--- src/rtl/uart_tx_fifo_pkg.sv ---
// uart_pkg: transmitter FSM state encoding, oversampling ratio and a small sizing helper
package uart_pkg;
  localparam int OVERSAMPLE = 16;
  typedef enum logic [2:0] {ST_IDLE, ST_START, ST_DATA, ST_PARITY, ST_STOP} tx_state_t;
  function automatic int max_int(input int a, input int b);
    return (a > b) ? a : b;
  endfunction
endpackage

--- src/rtl/uart_tx_fifo_if.sv ---
// uart_tx_fifo_if: byte-write strobe/data from the host plus FIFO status and serial line back
interface uart_tx_fifo_if;
  logic       I_WR_UART;
  logic [7:0] I_DATA_UART;
  logic       O_TX_FULL;
  logic       O_TX_EMPTY;
  logic       O_TX_BUSY;
  logic       O_TX;
  modport master (output I_WR_UART, I_DATA_UART, input O_TX_FULL, O_TX_EMPTY, O_TX_BUSY, O_TX);
  modport slave (input I_WR_UART, I_DATA_UART, output O_TX_FULL, O_TX_EMPTY, O_TX_BUSY, O_TX);
endinterface

--- src/rtl/uart_tx_fifo_fifo_sync.sv ---
// fifo_sync: single-clock FIFO, depth 2^ADDR_W; pushes while full and pops while empty are ignored
module fifo_sync #(
  parameter int WIDTH  = 8,
  parameter int ADDR_W = 4
) (
  input  logic             CLK,
  input  logic             RESET,
  input  logic             i_push,
  input  logic             i_pop,
  input  logic [WIDTH-1:0] i_data,
  output logic [WIDTH-1:0] o_data,
  output logic             o_full,
  output logic             o_empty
);
  localparam int PW = ADDR_W + 1;
  logic [WIDTH-1:0] r_mem [2**ADDR_W];
  logic [PW-1:0]    r_wr_ptr;
  logic [PW-1:0]    r_rd_ptr;
  logic             w_push;
  logic             w_pop;
  assign o_full  = (r_wr_ptr ^ r_rd_ptr) == {1'b1, {ADDR_W{1'b0}}};
  assign o_empty = r_wr_ptr == r_rd_ptr;
  assign w_push  = i_push && !o_full;
  assign w_pop   = i_pop && !o_empty;
  assign o_data  = r_mem[r_rd_ptr[ADDR_W-1:0]];
  // storage write; slots are only read after being pushed, so no reset is needed
  always_ff @(posedge CLK)
    if (w_push) r_mem[r_wr_ptr[ADDR_W-1:0]] <= i_data;
  // wrap-bit pointers: equal means empty, differing only in the wrap bit means full
  always_ff @(posedge CLK or posedge RESET)
    if (RESET) begin
      r_wr_ptr <= '0;
      r_rd_ptr <= '0;
    end else begin
      if (w_push) r_wr_ptr <= r_wr_ptr + PW'(1);
      if (w_pop) r_rd_ptr <= r_rd_ptr + PW'(1);
    end
endmodule

--- src/rtl/uart_tx_fifo.sv ---
// uart_tx_fifo: byte FIFO feeding a UART transmitter; define UART_TX_PARITY_EN to append an even parity bit
module uart_tx_fifo
  import uart_pkg::*;
#(
  parameter int DBIT     = 8,
  parameter int SB_TICK  = 16,
  parameter int FIFO_W   = 4,
  parameter int BAUD_DIV = 326
) (
  input logic           CLK,
  input logic           RESET,
  uart_tx_fifo_if.slave bus
);
  localparam int CW = $clog2(BAUD_DIV + 1);
  localparam int TW = $clog2(max_int(OVERSAMPLE, SB_TICK) + 1);
  localparam int BW = $clog2(DBIT + 1);
  tx_state_t       r_state;
  logic [CW-1:0]   r_baud_cnt;
  logic [TW-1:0]   r_tick_cnt;
  logic [BW-1:0]   r_bit_cnt;
  logic [DBIT-1:0] r_shift;
  logic            r_tx;
  logic            r_busy;
`ifdef UART_TX_PARITY_EN
  logic            r_parity;
`endif
  logic            w_tick;
  logic            w_pop;
  logic            w_full;
  logic            w_empty;
  logic [7:0]      w_fifo_data;
  logic [DBIT-1:0] w_shift_nx;
  fifo_sync #(.WIDTH(8), .ADDR_W(FIFO_W)) u_fifo (
    .CLK    (CLK),
    .RESET  (RESET),
    .i_push (bus.I_WR_UART),
    .i_pop  (w_pop),
    .i_data (bus.I_DATA_UART),
    .o_data (w_fifo_data),
    .o_full (w_full),
    .o_empty(w_empty)
  );
  assign w_tick         = r_baud_cnt == CW'(BAUD_DIV - 1);
  assign w_pop          = (r_state == ST_IDLE) && !w_empty;
  assign w_shift_nx     = r_shift >> 1;
  assign bus.O_TX_FULL  = w_full;
  assign bus.O_TX_EMPTY = w_empty;
  assign bus.O_TX_BUSY  = r_busy;
  assign bus.O_TX       = r_tx;
  // oversampling tick generator, parked at zero while idle so each frame starts phase-aligned
  always_ff @(posedge CLK or posedge RESET)
    if (RESET) r_baud_cnt <= '0;
    else r_baud_cnt <= (r_state == ST_IDLE || w_tick) ? '0 : r_baud_cnt + CW'(1);
  // transmit FSM; line and busy are registered together with the state so the line never glitches
  always_ff @(posedge CLK or posedge RESET)
    if (RESET) begin
      r_state    <= ST_IDLE;
      r_tick_cnt <= '0;
      r_bit_cnt  <= '0;
      r_shift    <= '0;
      r_tx       <= 1'b1;
      r_busy     <= 1'b0;
`ifdef UART_TX_PARITY_EN
      r_parity   <= 1'b0;
`endif
    end else begin
      case (r_state)
        ST_IDLE: if (w_pop) begin
          r_state    <= ST_START;
          r_shift    <= w_fifo_data[DBIT-1:0];
          r_tick_cnt <= '0;
          r_tx       <= 1'b0;
          r_busy     <= 1'b1;
`ifdef UART_TX_PARITY_EN
          r_parity   <= ^w_fifo_data[DBIT-1:0];
`endif
        end
        ST_START: if (w_tick) begin
          if (r_tick_cnt == TW'(OVERSAMPLE - 1)) begin
            r_state    <= ST_DATA;
            r_tick_cnt <= '0;
            r_bit_cnt  <= '0;
            r_tx       <= r_shift[0];
          end else r_tick_cnt <= r_tick_cnt + TW'(1);
        end
        ST_DATA: if (w_tick) begin
          if (r_tick_cnt == TW'(OVERSAMPLE - 1)) begin
            r_tick_cnt <= '0;
            r_shift    <= w_shift_nx;
            r_bit_cnt  <= r_bit_cnt + BW'(1);
            if (r_bit_cnt == BW'(DBIT - 1)) begin
`ifdef UART_TX_PARITY_EN
              r_state <= ST_PARITY;
              r_tx    <= r_parity;
`else
              r_state <= ST_STOP;
              r_tx    <= 1'b1;
`endif
            end else r_tx <= w_shift_nx[0];
          end else r_tick_cnt <= r_tick_cnt + TW'(1);
        end
`ifdef UART_TX_PARITY_EN
        ST_PARITY: if (w_tick) begin
          if (r_tick_cnt == TW'(OVERSAMPLE - 1)) begin
            r_state    <= ST_STOP;
            r_tick_cnt <= '0;
            r_tx       <= 1'b1;
          end else r_tick_cnt <= r_tick_cnt + TW'(1);
        end
`endif
        ST_STOP: if (w_tick) begin
          if (r_tick_cnt == TW'(SB_TICK - 1)) begin
            r_state    <= ST_IDLE;
            r_tick_cnt <= '0;
            r_busy     <= 1'b0;
          end else r_tick_cnt <= r_tick_cnt + TW'(1);
        end
        default: begin
          r_state <= ST_IDLE;
          r_tx    <= 1'b1;
          r_busy  <= 1'b0;
        end
      endcase
    end
endmodule

--- src/flat_wrapper.sv ---
// flat-port wrapper written by rule: the top's interface ports become plain ports
module uart_tx_fifo_flat import uart_pkg::*;
#(
  parameter int DBIT     = 8,
  parameter int SB_TICK  = 16,
  parameter int FIFO_W   = 4,
  parameter int BAUD_DIV = 326
)
  (CLK, RESET, bus_I_WR_UART, bus_I_DATA_UART, bus_O_TX_FULL, bus_O_TX_EMPTY, bus_O_TX_BUSY, bus_O_TX);
  uart_tx_fifo_if bus_i ();
  input logic CLK;
  input logic RESET;
  input wire logic [$bits(bus_i.I_WR_UART)-1:0] bus_I_WR_UART;
  input wire logic [$bits(bus_i.I_DATA_UART)-1:0] bus_I_DATA_UART;
  output wire logic [$bits(bus_i.O_TX_FULL)-1:0] bus_O_TX_FULL;
  output wire logic [$bits(bus_i.O_TX_EMPTY)-1:0] bus_O_TX_EMPTY;
  output wire logic [$bits(bus_i.O_TX_BUSY)-1:0] bus_O_TX_BUSY;
  output wire logic [$bits(bus_i.O_TX)-1:0] bus_O_TX;
  assign bus_i.I_WR_UART = bus_I_WR_UART;
  assign bus_i.I_DATA_UART = bus_I_DATA_UART;
  assign bus_O_TX_FULL = bus_i.O_TX_FULL;
  assign bus_O_TX_EMPTY = bus_i.O_TX_EMPTY;
  assign bus_O_TX_BUSY = bus_i.O_TX_BUSY;
  assign bus_O_TX = bus_i.O_TX;
  uart_tx_fifo #(.DBIT(DBIT), .SB_TICK(SB_TICK), .FIFO_W(FIFO_W), .BAUD_DIV(BAUD_DIV)) u_core (.CLK(CLK), .RESET(RESET), .bus(bus_i));
endmodule
--- config.mk ---
export PLATFORM = sky130hd
export DESIGN_NAME = uart_tx_fifo_flat
export DESIGN_NICKNAME = d
export VERILOG_FILES = /design/src/rtl/uart_tx_fifo_pkg.sv /design/src/rtl/uart_tx_fifo_if.sv /design/src/rtl/uart_tx_fifo_fifo_sync.sv /design/src/rtl/uart_tx_fifo.sv /design/src/flat_wrapper.sv
export SDC_FILE = /design/constraint.sdc
export NUM_CORES = 1
export LEC_CHECK = 0
export BUFFER_PORTS_ARGS = -buffer_cell sky130_fd_sc_hd__buf_2
export CAP_MARGIN = 25
export CORE_MARGIN = 2
export CORE_UTILIZATION = 35
export CTS_BUF_LIST = sky130_fd_sc_hd__clkbuf_4
export DETAILED_ROUTE_END_ITERATION = 10
export MAX_ROUTING_LAYER = met4
export SLEW_MARGIN = 30
export SYNTH_ARGS = -nofsm -noshare
export SYNTH_HDL_FRONTEND = slang
export SYNTH_SLANG_ARGS = --single-unit
--- constraint.sdc ---
create_clock -name CLK -period 3.3 [get_ports CLK]
set_clock_uncertainty 0.05 [all_clocks]
set_input_delay 0.66 -clock CLK [delete_from_list [all_inputs] [get_ports CLK]]
set_output_delay 0.66 -clock CLK [all_outputs]
set_load 0.05 [all_outputs]
==> impl_metrics.ini <==
[status]
status = finished clean

[placement]
gp_congestion = 0.845
portBuffers = 14
place_ws_ns = 0.635
hpwlAfterDp_um = 9510

[logic_synthesis]
synth_top_area_share_pct = 53.9
ys_warn_count = 0
synth.avg_cell_area_sq_um = 15.6
synthesis.area_sq_um = 7130
synthCells = 456
async_flop_share_pct = 24.3
synth_edf_count = 128
synth_top_area_cell = edfxtp_1
yosysSeqAreaShare_pct = 68.3
synth.distinct_cells = 55
synth-seq-cells = 169
syn-num-nets = 476
synthFlopType = edfxtp_1
ys_top_cells_by_area = edfxtp_1 (54%), dfrtp_1 (14%), mux4_2 (10%)

[global_routing]
grt_pass1_wl_um = 22400
overflow = 0
grt_max_degree = 36
grt_usage_pct = 14.2
grt_pass1_vias = 3912
antenna_found_initial = 0

[setup_path]
worstReg2RegStart = u_core.u_fifo.r_rd_ptr[2]
r2r-end = u_core.u_fifo.r_mem[14][1]
crit_fanout = 14
r2r_slack_ns = 0.61
worstPathRequired_ns = 2.59
crit_path_start_kind = register
crit_arrival_ns = 2.20
worstSetupEndpoint = bus_O_TX_EMPTY
cp-end-kind = primary output
worstSetupPathType = reg2out
rr_worst_depth = 5
crit_path_start = u_core.u_fifo.r_rd_ptr[2]

[routing]
dr.pass1.iters = 7
detail_route.iter0.violations = 310
drc = 0
via_count = 3877
vias_per_cell = 5.12
wl_um = 14100
ant_nets = 0
wl_per_cell_um = 18.6

[die]
dieArea_sq_um = 21500
rows = 52
coreArea_sq_um = 20100
initial_utilization_pct = 35.4
ioPinCount = 15
die_w_um = 147
die_y_um = 147

[sta]
rsz0062_at_grt = false
hold_viol = 0
setup_viol = 0
fin_crit_sh_pct = 88.3
maxSlewHeadroom_pct = 42.9
fin_ws_ns = 0.385
tightest_slew_ns = 0.855
finalMaxSlewViolations = 0
max_freq_mhz = 343
tns_ns = 0
min_period_ns = 2.91

[power]
peakVddDrop_mv = 0.193
power.total_uw = 4780
cellPowerDensity_nw_per_um2 = 613
p_leak_uw = 0.00263

[cells_and_area]
layout.nets = 495
final_cell_mix = edfxtp_1 (128), dfrtp_1 (39), nor2_1 (32), mux4_2 (32), nand2_1 (31)
final_common_cell = edfxtp_1
final_layout_size_suffix_gt1_share_pct = 19.7
antenna_cells = 0
areaGrowthSynthToFinish_pct = 9.32

[cts]
numCtsBuffers = 17
cts_buffer_depth = 2
cts_tree = built
clock-root-buffer = clkbuf_4
clock_tree.htree_level_count = 4
cts_resized = 0
ctsHoldBuffers = 0
post_cts_buffers = 0
clk_pin_slew_ns = 0.14
cts_sinks = 169
clkLatencyLatePin_ns = 0.55

[min_path]
hold_path.class = in2async

[job]
drv_cap = 0
==> synthesized netlist by cell type (all sizes together), types with 2 or more instances <==
library cell	number
nand2b	4
clkbuf	16
nor2	33
nor2b	3
nand2	31
o21ai	24
buf	8
inv	11
ha	9
nand4b	2
xor2	5
o2bb2ai	2
edfxtp	128
a21oi	15
nand4	5
a211o	3
a22oi	5
mux2	2
nor3	8
xnor2	18
dfrtp	40
nor4	2
mux2i	2
nand3	14
o211ai	7
o22ai	6
mux4	32
==> report_power, final <==
part | total [uW] | internal (uW) | switching, uW
Combinational | 861 | 359 | 502
Sequential | 2700 | 2540 | 159
Clock | 1210 | 466 | 746
==> worst min path at each step <==
stage,slack (ns),depth (start not counted),end
finish,0.21,2,u_core.bus.O_TX_BUSY
global route,0.21,2,u_core.bus.O_TX_BUSY
CTS,0.17,2,u_core.bus.O_TX_BUSY
detailed placement,0.43,2,u_core.r_shift[6]
global placement,0.42,2,u_core.r_shift[5]
floorplan,0.40,2,u_core.r_shift[2]
==> metrics by stage <==
step | cells | hold slack (ns) | utilization [%] | area [sq um]
2_1_floorplan | 456 | 0.400 | - | 7130
3_3_place_gp | 726 | 0.418 | 37.3 | 7500
3_5_place_dp | 726 | 0.426 | 37.3 | 7500
4_1_cts | 757 | 0.171 | 38.8 | 7790
5_1_grt | 757 | 0.209 | 38.8 | 7790
6_report | 757 | 0.207 | 38.8 | 7790
==> per-layer routing <==
metal	share of wire, %	track usage [%]	up-vias	wire length (um)
met4	1.9	4.71	0	266
met5	0	-	-	0
li1	-	-	1796	-
met1	46	19.1	1973	6530
met3	4.6	3.48	20	644
met2	47	21.2	88	6670
==> critical path, stage by stage, from the launching register on <==
cell and delay (ns):
dfrtp_1 0.65, xnor2_1 0.19, nand4_1 0.29, nor2_1 0.24, buf_2 0.29
==> state kept, by name (all words and copies together), names as in the netlist <==
register / cells
u_core.u_fifo.r_wr_ptr: 5
u_core.r_tick_cnt: 5
u_core.bus.O_TX: 1
u_core.u_fifo.r_mem: 128
u_core.r_bit_cnt: 4
u_core.r_state: 3
u_core.r_baud_cnt: 9
u_core.bus.O_TX_BUSY: 1
u_core.u_fifo.r_rd_ptr: 5
u_core.r_shift: 8
==> kinds of logic after synthesis <==
kind of cell	after synthesis	share of synthesized area (%)
multiplexers	36	10.7
AND/OR/NAND/NOR	109	7.73
buffers and inverters	35	2.09
XOR/XNOR	23	2.83
flip-flops	169	68.3
AO/OA/AOI/OAI	75	6.72
adder cells (fa/ha/maj)	9	1.58
==> cell type report <==
cell class / count / area, sq um
flip-flops and latches: 169 / 4870
well taps: 270 / 338
clock buffers: 17 / 128
inverters: 11 / 41.3
fillers: 1842 / 12300
multi-input cells: 252 / 2110
repair buffers: 24 / 145
clock inverters: 14 / 160
(Power assumes the default switching activity.)
